**config.mk**
```make
export PLATFORM = sky130hd
export DESIGN_NAME = packet_checker_frame_assembler
export DESIGN_NICKNAME = d
export VERILOG_FILES = /design/src/rtl/packet_checker_frame_assembler_pkg.sv /design/src/rtl/packet_checker_frame_pack.sv /design/src/rtl/packet_checker_frame_assembler.sv
export SDC_FILE = /design/constraint.sdc
export NUM_CORES = 1
export LEC_CHECK = 0
export CAP_MARGIN = 20
export CORE_ASPECT_RATIO = 0.9
export CORE_UTILIZATION = 47
export DETAILED_ROUTE_END_ITERATION = 12
export GPL_TIMING_DRIVEN = 1
export PLACE_DENSITY = 0.86
export SLEW_MARGIN = 10
export SYNTH_ARGS = -nofsm -noshare
export SYNTH_HDL_FRONTEND = slang
export SYNTH_SLANG_ARGS = --single-unit
```
**constraint.sdc**
```tcl
create_clock -name i_clk -period 3 [get_ports i_clk]
set_input_delay 0.9 -clock i_clk [delete_from_list [all_inputs] [get_ports i_clk]]
set_output_delay 0.9 -clock i_clk [all_outputs]
set_load 0.1 [all_outputs]
```
**src/rtl/packet_checker_frame_assembler_pkg.sv**
```systemverilog
// Shared definitions for the packet checker frame assembler.
// Error bit indices, FSM state encoding and lane-order selectors.
package packet_checker_frame_assembler_pkg;

    localparam int ERR_OVERFLOW = 0;
    localparam int ERR_ABORT    = 1;
    localparam int ERR_OVERRUN  = 2;
    localparam int ERR_RUNT     = 3;

    localparam int ORDER_INDEXED = 0;
    localparam int ORDER_SHIFT   = 1;

    typedef enum logic [1:0] {
        ST_IDLE    = 2'd0,
        ST_COLLECT = 2'd1,
        ST_DISCARD = 2'd2
    } state_t;

endpackage

```
**src/rtl/packet_checker_frame_pack.sv**
```systemverilog
// Combinational lane placement for the output slot.
// Maps the indexed working buffer to the selected lane order, zero-filling unused lanes.
module packet_checker_frame_pack
    import packet_checker_frame_assembler_pkg::*;
#(
    parameter int STAGES = 4,
    parameter int BYTE_W = 8,
    parameter int ORDER  = 0,
    localparam int LW    = $clog2(STAGES + 1)
) (
    input  logic [STAGES*BYTE_W-1:0] i_buf,
    input  logic [LW-1:0]            i_len,
    output logic [STAGES*BYTE_W-1:0] o_frame
);

    // Place byte k in lane k (indexed) or lane len-1-k (shift).
    always_comb begin
        o_frame = '0;
        for (int j = 0; j < STAGES; j++) begin
            int src;
            src = j;
            if (j < int'(i_len)) begin
                if (ORDER == ORDER_SHIFT) begin
                    src = int'(i_len) - 1 - j;
                end
                o_frame[j*BYTE_W +: BYTE_W] = i_buf[src*BYTE_W +: BYTE_W];
            end
        end
    end

endmodule

```
**src/rtl/packet_checker_frame_assembler.sv**
```systemverilog
// Frame assembler: collects a delimited byte stream into up to STAGES lanes
// and hands complete frames to a registered valid/ready output slot.
module packet_checker_frame_assembler
    import packet_checker_frame_assembler_pkg::*;
#(
    parameter int STAGES  = 4,
    parameter int BYTE_W  = 8,
    parameter int MIN_LEN = 1,
    parameter int ORDER   = 0,
    localparam int LW     = $clog2(STAGES + 1)
) (
    input  logic                     i_clk,
    input  logic                     i_rst,
    input  logic                     i_valid,
    input  logic                     i_sof,
    input  logic                     i_eof,
    input  logic [BYTE_W-1:0]        i_byte,
    output logic                     o_valid,
    input  logic                     i_ready,
    output logic [STAGES*BYTE_W-1:0] o_frame,
    output logic [LW-1:0]            o_len,
    output logic [3:0]               o_err,
    output logic                     o_busy
);

    localparam logic [LW-1:0] FULL = LW'(STAGES);
    localparam logic [LW-1:0] MINL = LW'(MIN_LEN);
    localparam logic [LW-1:0] ONE  = LW'(1);

    state_t                   state_q;
    state_t                   state_n;
    logic [LW-1:0]            cnt_q;
    logic [LW-1:0]            cnt_n;
    logic [STAGES*BYTE_W-1:0] wbuf_q;
    logic [STAGES*BYTE_W-1:0] wbuf_n;
    logic [3:0]               err_n;
    logic                     start;
    logic                     done;
    logic [LW-1:0]            done_len;
    logic                     load;
    logic [STAGES*BYTE_W-1:0] pack_frame;

    // Next-state, buffer fill and error/completion decode for each beat.
    always_comb begin
        state_n  = state_q;
        cnt_n    = cnt_q;
        wbuf_n   = wbuf_q;
        err_n    = '0;
        start    = 1'b0;
        done     = 1'b0;
        done_len = '0;
        load     = 1'b0;
        unique case (state_q)
            ST_IDLE: begin
                if (i_valid && i_sof) begin
                    start = 1'b1;
                end
            end
            ST_COLLECT: begin
                if (i_valid) begin
                    if (i_sof) begin
                        start            = 1'b1;
                        err_n[ERR_ABORT] = 1'b1;
                    end else if (cnt_q == FULL) begin
                        err_n[ERR_OVERFLOW] = 1'b1;
                        cnt_n               = '0;
                        state_n = i_eof ? ST_IDLE : ST_DISCARD;
                    end else begin
                        for (int k = 0; k < STAGES; k++) begin
                            if (k == int'(cnt_q)) begin
                                wbuf_n[k*BYTE_W +: BYTE_W] = i_byte;
                            end
                        end
                        cnt_n = cnt_q + ONE;
                        if (i_eof) begin
                            done     = 1'b1;
                            done_len = cnt_q + ONE;
                            cnt_n    = '0;
                            state_n  = ST_IDLE;
                        end
                    end
                end
            end
            ST_DISCARD: begin
                if (i_valid) begin
                    if (i_sof) begin
                        start = 1'b1;
                    end else if (i_eof) begin
                        state_n = ST_IDLE;
                    end
                end
            end
            default: begin
                state_n = ST_IDLE;
                cnt_n   = '0;
            end
        endcase

        if (start) begin
            wbuf_n[BYTE_W-1:0] = i_byte;
            if (i_eof) begin
                done     = 1'b1;
                done_len = ONE;
                cnt_n    = '0;
                state_n  = ST_IDLE;
            end else begin
                cnt_n   = ONE;
                state_n = ST_COLLECT;
            end
        end

        if (done) begin
            if (done_len < MINL) begin
                err_n[ERR_RUNT] = 1'b1;
            end else if (!o_valid || i_ready) begin
                load = 1'b1;
            end else begin
                err_n[ERR_OVERRUN] = 1'b1;
            end
        end
    end

    packet_checker_frame_pack #(
        .STAGES (STAGES),
        .BYTE_W (BYTE_W),
        .ORDER  (ORDER)
    ) u_pack (
        .i_buf   (wbuf_n),
        .i_len   (done_len),
        .o_frame (pack_frame)
    );

    // FSM state, lane counter and working buffer.
    always_ff @(posedge i_clk or posedge i_rst) begin
        if (i_rst) begin
            state_q <= ST_IDLE;
            cnt_q   <= '0;
            wbuf_q  <= '0;
        end else begin
            state_q <= state_n;
            cnt_q   <= cnt_n;
            wbuf_q  <= wbuf_n;
        end
    end

    // Output slot and registered error pulses.
    always_ff @(posedge i_clk or posedge i_rst) begin
        if (i_rst) begin
            o_valid <= 1'b0;
            o_frame <= '0;
            o_len   <= '0;
            o_err   <= '0;
        end else begin
            o_err <= err_n;
            if (load) begin
                o_valid <= 1'b1;
                o_frame <= pack_frame;
                o_len   <= done_len;
            end else if (i_ready) begin
                o_valid <= 1'b0;
            end
        end
    end

    assign o_busy = (state_q != ST_IDLE);

endmodule

```
==> qor.yml <==
run_status:
  status: "finished clean"
critical_path:
  r2r-start: "cnt_q[0]"
  r2r_cells: 8
  criticalPathCategory: "in -> reg"
  r2r_end: "o_frame[6]"
  crit_required_ns: 3.24
  endpoint_kind: "register"
  critPathLaunchType: "input pin"
  r2r_slack_ns: 0.59
  crit_arrival_ns: 2.89
  cp_max_fo: 8
logic_synthesis:
  ys_ff_latch: 77
  synth_top_area_cell: "dfrtp_1"
  synthCells: 222
  synth_area_mm2: 0.003169
  syn_avg_cell_area_um2: 14.28
  synth.distinct_cells: 33
  synthTopCellsByArea: "dfrtp_1 (61%), mux2_2 (12%), a32o_1 (7.6%), ha_1 (3.6%), mux2_4 (1.9%)"
  yosysWarningCount: 0
  ys_seq_area_frac: 0.6080
  synth_top_area_frac: 0.6080
  syn-num-nets: 245
routing:
  via_per_inst: 5.458
  wl_met2_mm: 3.076
  num_vias: 2074
  drtIter0Drc: 125
  met1Wirelength_mm: 3.030
  firstDrtPassIters: 4
  ant_nets: 0
  top_layer_used: "met4"
  drc: 0
  wl_met3_um: 346
  wl_per_cell_um: 17.19
  wl_mm: 6.534
timing:
  fin_worst_skew_ns: 0.007191
  finalSetupViolations: 0
  tightest_slew_ns: 0.4027
  finalHoldViolations: 0
  slew_viol_final: 0
  fin_crit_sh: 0.8821
  rsz0062_at_grt: "no"
  fmax_mhz: 377.9
  timing.hold.ws_ns: 0.4962
  max_slew_margin: 0.7315
  post-route-min-period_ns: 2.646
place:
  place_area_mm2: 0.003745
  gp_congestion: 0.8195
  portBuffers: 54
  dp.cells: 364
  hpwl_mm: 4.329
power:
  power_mw: 3.480
  ir_drop_v: 0.0006557
  p_leak_nw: 1.926
  power_density_mw_per_mm2: 883.4
min_path:
  worstHoldPathType: "reg -> reg"
  worstHoldEndpoint: "wbuf_q[4]"
  hold_depth: 1
  hp-start: "wbuf_q[4]"
grt:
  grt_max_degree: 78
  grt_pass1_vias: 2071
  antenna_found_initial: 0
  track_usage: 0.2094
  grt_pass1_wl_mm: 10.69
  grt_overflow_total: 0
floorplanning:
  rows: 28
  die_w_um: 88.56
  start_util: 0.4838
  core_area_mm2: 0.006551
  die_y_um: 79.90
  num_io_pins: 55
  die_area_mm2: 0.007076
clocking:
  clk-insertion-delay-late_ns: 0.35
  cts_root_buffer: "clkbuf_8"
  post_cts_buffers: 0
  cts_tree: "done"
  cts_buffers: 9
  htree_num_levels: 3
  cts_resized: 0
  cts_hold_buf: 0
  clkSlewWorstSetupHoldPaths_ns: 0.08
  cts.sink_count: 77
  cts_buffer_depth: 2
layout:
  layout_commonest_cell: "dfrtp_1"
  regArea_mm2: 0.001927
  drive_gt1_frac: 0.3655
  finalInstanceArea_mm2: 0.003939
  final_cell_mix: "dfrtp_1 (77), buf_4 (46), mux2_2 (33)"
  final_nets: 308
  area_growth_pct: 24.28
  multi_input_area_mm2: 0.001152
  diodes: 0
  final_core_util: 0.6012
  fillers: 544
  stdcell_count: 380
job:
  max_cap_viol_count: 0
## cells in the mapped netlist (all sizes together)
master and instances:
a211o 1, a21o 2, a21oi 4, a22o 4
a22oi 3, a32o 24, and2 1, and3 3
and3b 1, buf 5, clkbuf 4, dfrtp 77
ha 9, inv 10, mux2 40, nand2 10
nand2b 2, nand3 3, nor2 6, nor3 3
nor3b 1, nor4b 1, o21ai 6, o22ai 1
or2 1
## metal layers
metal  global-route usage  vias up
li1                     -      941
met1               0.2803     1068
met2               0.3185       57
met3              0.07653        8
met4              0.06290        0
met5                    0        -
## metrics by stage
stage / setup TNS (ns) / setup slack [ns]
2_1_floorplan: 0 / 0.1333
3_3_place_gp: 0 / 0.03783
3_5_place_dp: -0.001935 / -0.001935
4_1_cts: 0 / 0.3672
5_1_grt: 0 / 0.2831
6_report: 0 / 0.3538
## worst max path at each step
stage           from    endpoint  slack [ns]  cells past startpoint
2_1_floorplan  i_rst    cnt_q[0]        0.13                      1
3_3_place_gp   i_sof  o_frame[0]        0.04                      6
3_5_place_dp   i_sof  o_frame[1]      -0.002                      6
4_1_cts        i_sof  o_frame[1]        0.37                      6
5_1_grt        i_sof  o_frame[1]        0.28                      6
6_report       i_sof  o_frame[1]        0.35                      6
## cells by family (layout without fill, tap and decap cells)
kind of cell | after synthesis | count (layout) | share of synthesized area
AND/OR/NAND/NOR | 32 | 32 | 0.05567
multiplexers | 40 | 40 | 0.1469
AO/OA/AOI/OAI | 45 | 45 | 0.1255
adder cells (fa/ha/maj) | 9 | 9 | 0.03553
flip-flops | 77 | 77 | 0.6080
buffers and inverters | 19 | 87 | 0.02842
## layout make-up
class,count,share of cell area
inverter,10,0.009530
timing repair buffer,61,0.1309
clock buffer,13,0.03780
tap,90,0.02859
clock inverter,3,0.01144
sequential,77,0.4892
multi-input combinational,126,0.2926
## sequential cells by signal, indices dropped and copies added (netlist names)
signal   cells
cnt_q        3
o_len        3
state_q      2
o_valid      1
o_frame     32
o_err        4
wbuf_q      32
## power breakdown
group | internal, mW | total, mW | switching [mW]
Combinational | 0.385 | 1.36 | 0.979
Clock | 0.408 | 0.773 | 0.365
Sequential | 1.24 | 1.34 | 0.0997
Total | 2.04 | 3.48 | 1.44
## critical path, cell delays in order
cell and delay (ns):
clkdlybuf4s50_1 0.51, and3b_1 0.24, and2_2 0.25, a21oi_4 0.33, mux2_2 0.40, mux2_4 0.27
No activity file was read; power rests on OpenSTA's default activity.
